## src/rtl/clk_div_pkg.sv

```systemverilog
// -----------------------------------------------------------------------------
// clk_div_pkg
// Shared constants and helpers for the multi-channel clock divider.
//   MAX_CH      : largest supported channel count
//   DEFAULT_DIV : divisor loaded into every channel at reset
//   ch_w()      : width of the channel-select field, never narrower than 1 bit
// -----------------------------------------------------------------------------
package clk_div_pkg;

  localparam int MAX_CH      = 16;
  localparam int DEFAULT_DIV = 2200;

  function automatic int ch_w(input int n);
    return (n <= 1) ? 1 : $clog2(n);
  endfunction

endpackage

```

## src/rtl/clk_div_chan.sv

```systemverilog
// -----------------------------------------------------------------------------
// clk_div_chan
// One divider channel: counts 0..div_q and toggles sclk at the terminal count.
// A newly written divisor waits in pend_div until a terminal count, a restart
// (disable or sync), so sclk never produces a shortened half-period.
// Ports:
//   clk, rst  : system clock, synchronous active-high reset
//   en        : run enable; low holds the channel in its restart state
//   sync      : restart request (phase alignment), tied low when unused
//   wr/wr_div : divisor write strobe and value for this channel
//   sclk      : divided square wave, half-period div_q+1 cycles
//   tick      : one-cycle pulse on the cycle sclk is first seen high
//   pend      : a written divisor has not yet been adopted
// -----------------------------------------------------------------------------
module clk_div_chan
  import clk_div_pkg::*;
#(
  parameter int             DIV_W       = 16,
  parameter logic [DIV_W-1:0] DEFAULT_DIV = DIV_W'(clk_div_pkg::DEFAULT_DIV)
) (
  input  logic             clk,
  input  logic             rst,
  input  logic             en,
  input  logic             sync,
  input  logic             wr,
  input  logic [DIV_W-1:0] wr_div,
  output logic             sclk,
  output logic             tick,
  output logic             pend
);

  logic [DIV_W-1:0] cnt;
  logic [DIV_W-1:0] div_q;
  logic [DIV_W-1:0] pend_div;

  logic             restart;
  logic             terminal;
  logic             adopt;
  logic             have_new;
  logic [DIV_W-1:0] next_div;

  assign restart  = ~en | sync;
  assign terminal = (cnt == div_q);
  assign adopt    = restart | terminal;
  // A write landing on an adoption cycle is taken directly, bypassing pend_div.
  assign have_new = wr | pend;
  assign next_div = wr ? wr_div : pend_div;

  // NOTE: every register here is assigned with <= so all channel state updates
  // together from pre-edge values; blocking assignments would let later lines
  // see already-updated state and break the terminal/adopt ordering.
  always_ff @(posedge clk) begin
    if (rst) begin
      cnt      <= '0;
      sclk     <= 1'b0;
      tick     <= 1'b0;
      pend     <= 1'b0;
      div_q    <= DEFAULT_DIV;
      pend_div <= DEFAULT_DIV;
    end else begin
      if (restart) begin
        cnt  <= '0;
        sclk <= 1'b0;
        tick <= 1'b0;
      end else if (terminal) begin
        cnt  <= '0;
        sclk <= ~sclk;
        tick <= ~sclk;  // high only on the 0->1 toggle
      end else begin
        cnt  <= cnt + DIV_W'(1);
        tick <= 1'b0;
      end

      if (adopt) begin
        if (have_new) begin
          div_q    <= next_div;
          pend_div <= next_div;
        end
        pend <= 1'b0;
      end else if (wr) begin
        pend_div <= wr_div;  // last write before adoption wins
        pend     <= 1'b1;
      end
    end
  end

endmodule

```

## src/rtl/clk_div_multi.sv

```systemverilog
// -----------------------------------------------------------------------------
// clk_div_multi
// N_CH independent runtime-programmable clock dividers sharing one config port.
// Optional feature macro: CLK_DIV_SYNC_EN adds sync_in, which restarts every
// enabled channel together so channels with equal divisors stay in phase.
// Ports:
//   clk, rst   : system clock, synchronous active-high reset
//   en         : per-channel run enable
//   cfg_valid  : divisor write request
//   cfg_ready  : write accepted when cfg_valid & cfg_ready (low only in reset)
//   cfg_ch     : target channel; values >= N_CH are ignored
//   cfg_div    : new divisor
//   sync_in    : (CLK_DIV_SYNC_EN only) phase-align all enabled channels
//   pend       : per-channel written divisor not yet in effect
//   sclk       : per-channel divided square wave
//   tick       : per-channel one-cycle rising-edge strobe
// -----------------------------------------------------------------------------
module clk_div_multi
  import clk_div_pkg::*;
#(
  parameter int N_CH        = 4,
  parameter int DIV_W       = 16,
  parameter int DEFAULT_DIV = clk_div_pkg::DEFAULT_DIV
) (
  input  logic                     clk,
  input  logic                     rst,
  input  logic [N_CH-1:0]          en,
  input  logic                     cfg_valid,
  output logic                     cfg_ready,
  input  logic [ch_w(N_CH)-1:0]    cfg_ch,
  input  logic [DIV_W-1:0]         cfg_div,
`ifdef CLK_DIV_SYNC_EN
  input  logic                     sync_in,
`endif
  output logic [N_CH-1:0]          pend,
  output logic [N_CH-1:0]          sclk,
  output logic [N_CH-1:0]          tick
);

  localparam int CH_W = ch_w(N_CH);

  logic sync;
  logic cfg_fire;

`ifdef CLK_DIV_SYNC_EN
  assign sync = sync_in;
`else
  assign sync = 1'b0;
`endif

  assign cfg_fire = cfg_valid & cfg_ready;

  // Ready drops only while reset is applied; there is no backpressure.
  always_ff @(posedge clk) begin
    if (rst) cfg_ready <= 1'b0;
    else     cfg_ready <= 1'b1;
  end

  for (genvar i = 0; i < N_CH; i++) begin : g_chan
    logic wr;
    // Out-of-range cfg_ch matches no channel, so such writes vanish.
    assign wr = cfg_fire & (cfg_ch == CH_W'(i));

    clk_div_chan #(
      .DIV_W       (DIV_W),
      .DEFAULT_DIV (DIV_W'(DEFAULT_DIV))
    ) u_chan (
      .clk    (clk),
      .rst    (rst),
      .en     (en[i]),
      .sync   (sync),
      .wr     (wr),
      .wr_div (cfg_div),
      .sclk   (sclk[i]),
      .tick   (tick[i]),
      .pend   (pend[i])
    );
  end

endmodule
```

## config.mk

```make
export PLATFORM = sky130hd
export DESIGN_NAME = clk_div_multi
export DESIGN_NICKNAME = d
export VERILOG_FILES = /design/src/rtl/clk_div_pkg.sv /design/src/rtl/clk_div_chan.sv /design/src/rtl/clk_div_multi.sv
export SDC_FILE = /design/constraint.sdc
export NUM_CORES = 1
export LEC_CHECK = 0
export BUFFER_PORTS_ARGS = -buffer_cell sky130_fd_sc_hd__buf_2
export CORE_AREA = 2 2 119 121
export DETAILED_ROUTE_END_ITERATION = 6
export DIE_AREA = 0 0 121 123
export PLACE_DENSITY = 0.9
export SLEW_MARGIN = 10
export SYNTH_ARGS = -nofsm -noshare
export SYNTH_HDL_FRONTEND = slang
export SYNTH_SLANG_ARGS = --single-unit
```

## constraint.sdc

```tcl
create_clock -name clk -period 2.6 [get_ports clk]
set_input_delay 0.39 -clock clk [delete_from_list [all_inputs] [get_ports clk]]
set_output_delay 0.39 -clock clk [all_outputs]
set_load 0.01 [all_outputs]
```

=== Word level (Yosys, flattened, before mapping) ===
Index checks and enable logic that the tools add are counted.

* Word-level logic and storage cells: 99
* Bits in registers: 205
* Bits of input ports: 25
* Output and inout port bits: 13

* Equality and inequality tests: 11
* Add/sub/neg operators: 4
* Reduce and logical (&&, ||, !) cells: 21
* Muxes and demuxes: 13
* Bitwise operators: 25

{| class="wikitable"
|+ Operators by type and width
! kind !! count
|-
| 16-bit two-way mux || 12
|-
| 16-bit by 1-bit adder with 16-bit output, second input constant || 4
|-
| 16-bit == test || 4
|-
| 3-bit OR reduction || 8
|-
| 2-bit OR reduction || 8
|-
| 1-bit inverter || 12
|-
| 2-bit inequality test, second input constant || 4
|-
| 1-bit OR || 8
|-
| 2-bit AND reduction || 4
|-
| 1-bit AND || 5
|-
| 2-bit == test, second input constant || 2
|-
| 2-bit by 1-bit == test with 1-bit output, second input constant || 1
|-
| 2-bit logical NOT || 1
|-
| 1-bit two-way mux || 1
|}

=== Depth between registers and ports, before layout ===
Gate-level depths: netlist of the first run.

* Word-level depth: 5
* Depth in mapped cells: 8
* Mapped depth without buffers: 6

=== Modules after synthesis ===
Synthesis of the first run repeated with hierarchy kept, for this count alone.

* Cell total of the unflattened synthesis: 933
* Area, all modules: 8683.3 um2

{| class="wikitable"
|+ By module, submodules not included
! module !! area an instance (um2) !! sequential area each (um2) !! cells an instance !! instances
|-
| clk_div_chan at g_chan[0].u_chan ... || 2149.6 || 1021.0 || 231 || 3
|-
| clk_div_chan at g_chan[3].u_chan || 2162.1 || 1021.0 || 233 || 1
|-
| clk_div_multi || 72.6 || 20.0 || 7 || 1
|}

=== Least setup slack after synthesis of the first run ===
No wires, ideal clock.

* Path type: register -> register
* Start point: register g_chan[1].u_chan.cnt[4]
* End point: register g_chan[1].u_chan.div_q[10]
* Data arrival time: 1870 ps
* Path buffers: 3
* Period minus slack after synthesis: 1938 ps
* Cell stages (with the launch flop): 9
* Setup slack: 662 ps
* Required time: 2532 ps
* Library setup time: 68 ps
* Path through: dfxtp_1 buf_6 xnor2_2 nand4_1 or4_1 buf_2 a211o_1 buf_6 o2bb2ai_2

* Word-level cells in the longest chain between the ends: 3

{| class="wikitable"
|+ RTL lines
! element !! line !! text
|-
| start: declaration || clk_div_chan.sv:32 || <nowiki>logic [DIV_W-1:0] cnt;</nowiki>
|-
| start signal: assignment || clk_div_chan.sv:70 || <nowiki>cnt <= cnt + DIV_W'(1);</nowiki>
|-
| 16-bit == test || clk_div_chan.sv:43 || <nowiki>assign terminal = (cnt == div_q);</nowiki>
|-
| 1-bit OR || clk_div_chan.sv:44 || <nowiki>assign adopt = restart | terminal;</nowiki>
|-
| 2-bit AND reduction (no source line) || n/a ||
|-
| end signal: assignment || clk_div_chan.sv:76 || <nowiki>div_q <= next_div;</nowiki>
|-
| end: declaration || clk_div_chan.sv:33 || <nowiki>logic [DIV_W-1:0] div_q;</nowiki>
|}

Every way passes these cells.
A chain may end at the register's enable or synchronous reset.

=== Worst setup path in the final report of the first run ===
* Start point: register g_chan[1].u_chan.cnt[4]
* End point: register g_chan[1].u_chan.div_q[9]

Same word-level chain as after synthesis.

==> results of run 1 <==
-- power by group --
| part | internal [mW] | switching [mW] | leakage, nW |
|---|---|---|---|
| Clock | 1.80 | 1.20 | 0.338 |
| Sequential | 3.17 | 0.0195 | 1.66 |
| Combinational | 0.0867 | 0.167 | 1.47 |
| Total | 5.06 | 1.39 | 3.46 |
-- cells in the final DEF, fill, tap and decap left out, types with 6 or more instances in the layout --
master,count
xnor2_1,87
mux2i_1,64
a2bb2oi_1,16
dfxtp_1,205
inv_1,6
o2bb2ai_2,10
nor3_1,10
clkbuf_16,21
nor2b_1,7
and3_1,11
xor2_1,36
nand3_1,24
nand4_1,30
nor2_1,128
nand2_1,42
buf_2,37
o2bb2ai_1,38
buf_4,9
-- tightest hold or removal path, cell delays in order --
cell and delay [ns]:
buf_2 0.13, nand2_1 0.09, nor2_1 0.05
-- cell type report --
| cell class | instances | area, sq um | share of cell area |
|---|---|---|---|
| well taps | 180 | 225.2 | 0.02490 |
| flip-flops and latches | 205 | 4104 | 0.4537 |
| clock inverters | 6 | 86.33 | 0.009545 |
| multi-input cells | 538 | 3759 | 0.4155 |
| clock buffers | 29 | 595.6 | 0.06585 |
| inverters | 6 | 22.52 | 0.002490 |
| repair buffers | 46 | 252.7 | 0.02794 |
-- flip-flops by register name, indices dropped and copies added, names as in the netlist --
register	count
g_chan.u_chan.sclk	4
g_chan.u_chan.pend	4
g_chan.u_chan.cnt	64
g_chan.u_chan.tick	4
g_chan.u_chan.div_q	64
g_chan.u_chan.pend_div	64
cfg_ready	1
-- routing by layer --
metal | global-route usage | wire length [microns] | vias up
met5 | 0 | 0 | -
met2 | 0.3785 | 7771 | 128
li1 | - | - | 2779
met4 | 0.06977 | 377 | 0
met1 | 0.3028 | 7706 | 2770
met3 | 0.04474 | 803 | 36
-- metrics by stage --
stage	instance area, sq um	worst slack, ns
final	9045	0.3009
after global routing	9045	0.1925
after CTS	9041	0.3334
after detailed placement	8359	0.3795
after global placement	8359	0.4682
after floorplan	8135	0.6622
-- path summary, 6_finish.rpt --
kind                      startpoint                        end  slack [ns]  depth (start not counted)
min                            en[2]      g_chan[2].u_chan.sclk        0.21                          3
max reg2reg  g_chan[1].u_chan.cnt[4]  g_chan[1].u_chan.div_q[9]        0.30                          5
max          g_chan[1].u_chan.cnt[4]  g_chan[1].u_chan.div_q[9]        0.30                          5
min reg2reg    g_chan[3].u_chan.sclk      g_chan[3].u_chan.tick        0.47                          1
-- logic make-up (layout without fill, tap and decap cells) --
group           after synthesis  after routing  synth area share
simple gates                266            266            0.1496
flops                       205            205            0.5045
xor+xnor                    124            124            0.1344
compound gates               80             80           0.09074
mux                          64             64           0.07874
buf+inv                      53             87           0.03584
fa+ha+maj                     4              4          0.006152
==> impl_metrics.json, run 1 <==
{
  "fillCellCount": 1016,
  "cts_setup_buffers": 0,
  "post_drt_wl_per_cell_microns": 16.49,
  "numClockSinks": 205,
  "cts_tree": "built",
  "netlist_area_sq_um": 8135,
  "synth_common_cells": "dfxtp_1, nor2_1, xnor2_1",
  "worst_pin_slew_ns": 0.7687,
  "grt_pass1_vias": 5619,
  "crit_slowest_cell": "or4_1",
  "fin_crit_sh": 0.8843,
  "via_per_inst": 5.656,
  "cts_resized": 0,
  "clock_latency_ns": 0.49,
  "vias": 5713,
  "clock-skew-final_ns": 0.009763,
  "clock_path_buffers": 3,
  "power.density_nw_per_um2": 712.6,
  "synth_seq_cells": 205,
  "syn_nets": 825,
  "final_cells": 1010,
  "synth_most_common_cell": "dfxtp_1",
  "fin_util": 0.6645,
  "cp-end-kind": "flop",
  "grt_max_degree": 61,
  "ioPinCount": 38,
  "cts_buffers": 21,
  "start_kind": "flop",
  "path_clk_slew_ns": 0.06,
  "status": "finished, final reports clean",
  "place_hpwl_microns": 11250,
  "crit_buf_inv": 0,
  "hold_path_class": "in2reg",
  "synthesis.instances": 796,
  "cts_max_level": 1,
  "finalMaxSlewViolations": 0,
  "core_area_sq_um": 13610,
  "fp-row-count": 43,
  "rsz0062_at_grt": "false",
  "synth.top_cell.area_share": 0.5045,
  "port_buffers": 37,
  "finalSetupViolCount": 0,
  "areaGrowthSynthToFinish_pct": 11.18,
  "nets": 847,
  "min_period_ns": 2.299,
  "diodes": 0,
  "die_area_sq_um": 14880,
  "p_leak_nw": 3.464,
  "fmax_mhz": 435.0,
  "synth-edff-count": 0,
  "die-height_microns": 123,
  "place.gp.congestion": 0.9043,
  "maxCapViolCount": 0,
  "floorplan.initialDensity": 0.5977,
  "crit_fanout": 12,
  "dr.pass1.iters": 5,
  "drive_above_1_share": 0.1084,
  "synthTopCellsByArea": "dfxtp_1, xnor2_1, mux2i_1, nor2_1, o2bb2ai_1",
  "ir_worst_vdd_mv": 0.5737,
  "synth_cell_types": 31,
  "criticalPathCategory": "reg2reg",
  "ant_nets": 0,
  "path_cells": "xnor2_2 -> nand4_1 -> or4_1 -> a211o_1 -> o2bb2ai_2",
  "worst_path_largest_cell_delay_ns": 0.65,
  "crit_family": "compound AO/OA/AOI/OAI gates",
  "drt-total-wl_microns": 16660,
  "dp.cells": 975,
  "die_w_microns": 121,
  "drcViolationCount": 0,
  "ys_seq_area_frac": 0.5045,
  "hold_buffers": 0,
  "fin_tns_setup_ns": 0,
  "drtIter0Drc": 415,
  "hold_viol": 0,
  "yosys.area.top_type": "dfxtp_1",
  "cts-root-buf": "clkbuf_16",
  "synth_flop_cell": "dfxtp_1",
  "crit_arrival_ns": 2.71,
  "required_ns": 3.01,
  "grt_usage": 0.2281,
  "power_mw": 6.445,
  "avgSynthCellArea_sq_um": 10.22,
  "synth-async-reset-ratio": 0,
  "grt_antenna_before_repair": 0,
  "ys_warn_count": 0,
  "grt_pass1_wl_microns": 27250,
  "max_slew_margin": 0.4874,
  "timing.hold.ws_ns": 0.2105,
  "grt_overflow_total": 0
}
No activity file was read; power rests on OpenSTA's default activity.
==> inputs of run 2 (changes only) <==
CORE_AREA = 2 2 146 148   (was 2 2 119 121)
CTS_BUF_LIST = sky130_fd_sc_hd__clkbuf_8   (was unset)
DIE_AREA = 0 0 148 150   (was 0 0 121 123)
PLACE_DENSITY = 0.67   (was 0.9)
==> run 2 against run 1 <==
Effect of this change:
- final cell count increased by 11%
- core utilization fell by 23 points
- via count fell by 2.9%
- largest power group unchanged
- highest routed layer unchanged
==> impl_metrics.json, run 2 (synthesis gave the netlist of run 1 again) <==
{
  "drt-total-wl_microns": 16760,
  "rsz0062_at_grt": "false",
  "place.gp.congestion": 0.7713,
  "cts_max_level": 1,
  "path_clk_slew_ns": 0.06,
  "max_slew_margin": 0.4996,
  "power.density_nw_per_um2": 647.7,
  "final_common_cell": "dfxtp_1",
  "place_area_sq_um": 8486,
  "grt_usage": 0.1534,
  "power_mw": 5.864,
  "crit_family": "compound AO/OA/AOI/OAI gates",
  "crit_slowest_cell": "or4_1",
  "grt_overflow_total": 0,
  "finalMaxSlewViolations": 0,
  "fin_ws_ns": 0.3832,
  "clock_path_buffers": 3,
  "finalSetupViolCount": 0,
  "min_period_ns": 2.217,
  "fillCellCount": 2040,
  "numClockSinks": 205,
  "crit_arrival_ns": 2.70,
  "required_ns": 3.08,
  "clock_latency_ns": 0.55,
  "criticalPathCategory": "reg2reg",
  "ir_worst_vdd_mv": 0.3811,
  "crit_buf_inv": 0,
  "grt_antenna_before_repair": 0,
  "timing.hold.ws_ns": 0.1516,
  "grt_pass1_wl_microns": 27830,
  "hold_buffers": 0,
  "fmax_mhz": 451.1,
  "maxCapViolCount": 0,
  "final_cell_area_sq_um": 9054,
  "drcViolationCount": 0,
  "areaGrowthSynthToFinish_pct": 11.29,
  "cts_resized": 0,
  "core_area_sq_um": 20690,
  "vias": 5545,
  "drtIter0Drc": 326,
  "start_kind": "flop",
  "fin_crit_sh": 0.8526,
  "fin_util": 0.4376,
  "fp-row-count": 53,
  "p_leak_nw": 3.474,
  "clock-skew-final_ns": 0.009936,
  "cts_setup_buffers": 0,
  "diodes": 0,
  "crit_fanout": 12,
  "post_drt_wl_per_cell_microns": 14.91,
  "die_area_sq_um": 22200,
  "ioPinCount": 38,
  "place_ws_ns": 0.3868,
  "grt_pass1_vias": 5502,
  "worst_path_largest_cell_delay_ns": 0.64,
  "dp.cells": 1071,
  "reg.largest.list": "g_chan.u_chan.cnt x64, g_chan.u_chan.div_q x64, g_chan.u_chan.pend_div x64",
  "floorplan.initialDensity": 0.3932,
  "ant_nets": 0,
  "nets": 858,
  "die_w_microns": 148,
  "fin_tns_setup_ns": 0,
  "port_buffers": 37,
  "via_per_inst": 4.933,
  "status": "finished, final reports clean",
  "hold_path_class": "in2reg",
  "dr.pass1.iters": 4,
  "hold_viol": 0,
  "final_cells": 1124,
  "die-height_microns": 150,
  "worst_pin_slew_ns": 0.7505,
  "grt_max_degree": 61,
  "cp-end-kind": "flop",
  "final_cell_mix": "dfxtp_1, nor2_1, xnor2_1",
  "drive_above_1_share": 0.1154,
  "cts-root-buf": "clkbuf_8",
  "cts_buffers": 31,
  "cts_tree": "built",
  "path_cells": "xnor2_2 -> nand4_1 -> or4_1 -> a211o_1 -> o2bb2ai_1",
  "place_hpwl_microns": 11510
}
[run 2: final cells by class]
| cell class | count | area [sq um] | area share |
|---|---|---|---|
| multi-input combinational | 538 | 3759 | 0.4151 |
| clock inverter | 17 | 68.82 | 0.007601 |
| clock buffer | 36 | 495.5 | 0.05473 |
| inverter | 6 | 22.52 | 0.002488 |
| tap | 275 | 344.1 | 0.03800 |
| sequential | 205 | 4104 | 0.4533 |
| timing repair buffer | 47 | 260.3 | 0.02875 |
[run 2: metal layers]
layer | share of wire | vias to the layer above | GRT usage
li1 | - | 2812 | -
met1 | 0.48 | 2601 | 0.2138
met2 | 0.44 | 99 | 0.2449
met3 | 0.056 | 33 | 0.02774
met4 | 0.020 | 0 | 0.04190
met5 | 0 | - | 0
[run 2: power by group]
part	internal (mW)	total [mW]	switching (mW)
clock network	1.24	2.42	1.18
logic	0.0869	0.252	0.165
registers	3.18	3.19	0.0189
[run 2: final timing paths]
| path | startpoint | to | slack (ns) | depth (start not counted) |
|---|---|---|---|---|
| setup reg to reg | g_chan[1].u_chan.cnt[4] | g_chan[1].u_chan.div_q[15] | 0.38 | 5 |
| setup / recovery | g_chan[1].u_chan.cnt[4] | g_chan[1].u_chan.div_q[15] | 0.38 | 5 |
| hold reg to reg | g_chan[3].u_chan.sclk | g_chan[3].u_chan.tick | 0.47 | 1 |
| hold / removal | en[0] | g_chan[0].u_chan.sclk | 0.15 | 3 |
[run 2: worst min-delay path, stage by stage]
cell and delay, ns:
buf_2 0.13, nand2_1 0.10, nor2_1 0.05
==> inputs of run 3 (changes only) <==
CORE_AREA = 2 2 151 153   (was 2 2 146 148)
DIE_AREA = 0 0 153 155   (was 0 0 148 150)
PLACE_DENSITY = unset   (was 0.67)
SYNTH_HIERARCHICAL = 1   (was unset)
==> run 3 against run 2 <==
Effect of this change:
- clock skew rose by 0.014 ns
- non-clock buffer count increased by 11
- register-to-register slack better by 0.03 ns
- flip-flop and latch count did not move
- sequential share of layout area fell by 3.5 points
- combinational power rose by 5%
- design area increased by 8.3%
- first-iteration DRC count increased by 25%
- final cell count grew 14%
==> impl_metrics.json, run 3 <==
{
  "status": "finished, final reports clean",
  "path_cells": "xor2_1 -> nor4_1 -> nand4_1 -> and2_1 -> o311ai_0",
  "cts_buffers": 36,
  "final_cell_mix": "dfxtp_1, nor2_1, xor2_1",
  "clock-skew-final_ns": 0.02415,
  "clock_path_buffers": 3,
  "synth.top_cell.area_share": 0.4726,
  "synth_seq_cells": 205,
  "die_area_sq_um": 23720,
  "path_clk_slew_ns": 0.06,
  "ioPinCount": 38,
  "max_slew_margin": 0.4773,
  "yosys.area.top_type": "dfxtp_1",
  "synth-async-reset-ratio": 0,
  "die-height_microns": 155,
  "synthesis.instances": 933,
  "ant_nets": 0,
  "final_common_cell": "dfxtp_1",
  "hold_viol": 0,
  "port_buffers": 37,
  "synth_common_cells": "dfxtp_1, nor2_1, xor2_1",
  "grt_max_degree": 30,
  "nets": 1013,
  "die_w_microns": 153,
  "cts_resized": 0,
  "ir_worst_vdd_mv": 0.2953,
  "fmax_mhz": 457.1,
  "multi_input_area_sq_um": 4354,
  "maxCapViolCount": 0,
  "numClockSinks": 205,
  "synth-edff-count": 0,
  "layout.area.seq_sq_um": 4104,
  "worst_pin_slew_ns": 0.7798,
  "power.density_nw_per_um2": 628.4,
  "cts_setup_buffers": 0,
  "criticalPathCategory": "reg2reg",
  "crit_arrival_ns": 2.59,
  "reg.largest.list": "g_chan.u_chan/cnt x64, g_chan.u_chan/div_q x64, g_chan.u_chan/pend_div x64",
  "worst_path_largest_cell_delay_ns": 0.44,
  "hold_path_class": "in2reg",
  "hold_buffers": 0,
  "floorplan.initialDensity": 0.3907,
  "synthTopCellsByArea": "dfxtp_1, xor2_1, mux2i_1, nor2_1, o311ai_1",
  "grt_usage": 0.1659,
  "clock_latency_ns": 0.51,
  "grt_pass1_wl_microns": 32780,
  "ys_seq_area_frac": 0.4726,
  "place_hpwl_microns": 13670,
  "fillCellCount": 2191,
  "fin_util": 0.4413,
  "grt_antenna_before_repair": 0,
  "grt_overflow_total": 0,
  "start_kind": "flop",
  "cts_max_level": 2,
  "fp-row-count": 55,
  "finalMaxSlewViolations": 0,
  "finalSetupViolCount": 0,
  "place.gp.congestion": 0.7697,
  "drtIter0Drc": 407,
  "place_ws_ns": 0.4804,
  "areaGrowthSynthToFinish_pct": 12.95,
  "required_ns": 3.00,
  "diodes": 0,
  "vias": 6686,
  "fin_tns_setup_ns": 0,
  "dr.pass1.iters": 5,
  "synth_flop_cell": "dfxtp_1",
  "cts-root-buf": "clkbuf_8",
  "rsz0062_at_grt": "false",
  "cp-end-kind": "flop",
  "timing.hold.ws_ns": 0.2769,
  "drt-total-wl_microns": 19810,
  "core_area_sq_um": 22230,
  "netlist_area_sq_um": 8683,
  "avgSynthCellArea_sq_um": 9.307,
  "fin_ws_ns": 0.4121,
  "cts_tree": "built",
  "crit_slowest_cell": "dfxtp_1",
  "synth_cell_types": 32,
  "post_drt_wl_per_cell_microns": 15.41,
  "synth_most_common_cell": "dfxtp_1",
  "via_per_inst": 5.199,
  "p_leak_nw": 3.664,
  "fin_crit_sh": 0.8415,
  "min_period_ns": 2.188,
  "drcViolationCount": 0,
  "drive_above_1_share": 0.1169,
  "ys_warn_count": 6,
  "grt_pass1_vias": 6339,
  "crit_fanout": 12
}
run 3: final timing paths:
kind                                               from                            end  slack (ns)  depth (start not counted)
worst max-delay path            g_chan[3].u_chan/cnt[2]      g_chan[3].u_chan/div_q[9]        0.41                          5
worst min-delay path                        cfg_div[14]  g_chan[2].u_chan/pend_div[14]        0.28                          3
worst max register to register  g_chan[3].u_chan/cnt[2]      g_chan[3].u_chan/div_q[9]        0.41                          5
worst min register to register  g_chan[2].u_chan/cnt[0]        g_chan[2].u_chan/cnt[0]        0.47                          1
run 3: final cells by class:
| cell class | instances | area share |
|---|---|---|
| Sequential cell | 205 | 0.4184 |
| Clock buffer | 43 | 0.06034 |
| Clock inverter | 12 | 0.004848 |
| Tap cell | 285 | 0.03636 |
| Inverter | 3 | 0.001148 |
| Timing Repair Buffer | 58 | 0.03495 |
| Multi-Input combinational cell | 680 | 0.4439 |
run 3: per-stage QoR:
| stage | power (mW) | std cells | area [sq um] |
|---|---|---|---|
| 6_report | 6.164 | 1286 | 9808 |
| 5_1_grt | 6.405 | 1286 | 9808 |
| 4_1_cts | 6.240 | 1286 | 9803 |
| 3_5_place_dp | 3.521 | 1231 | 9164 |
| 3_3_place_gp | 3.520 | 1231 | 9164 |
| 2_1_floorplan | 3.418 | 936 | 8695 |
run 3: routing by layer:
layer,vias up,GRT usage,wire (microns)
met3,38,0.02786,859
met5,-,0,0
met4,0,0.05159,397
li1,3356,-,-
met1,3156,0.2395,9866
met2,136,0.2541,8691
run 3: cell families after synthesis:
kind of cell,after synthesis,share of synthesized area
other cells,1,0.0004319
xor+xnor,124,0.1251
fa+ha+maj,4,0.005764
flops,205,0.4726
buf+inv,51,0.02781
simple gates,404,0.2176
compound gates,80,0.07695
mux,64,0.07377
run 3: report_power, final:
group          internal [mW]  switching, mW  total, mW
clock                   1.47           1.24       2.71
combinational         0.0837          0.181      0.264
sequential              3.17         0.0159       3.19
total                   4.73           1.43       6.16
run 3: worst max-delay path: cells and delay by family, from the launching register on:
| family | cells | cell delay [ns] |
|---|---|---|
| AO/OA/AOI/OAI | 1 | 0.40 |
| XOR/XNOR | 1 | 0.12 |
| flip-flops | 1 | 0.44 |
| AND/OR/NAND/NOR | 3 | 1.11 |
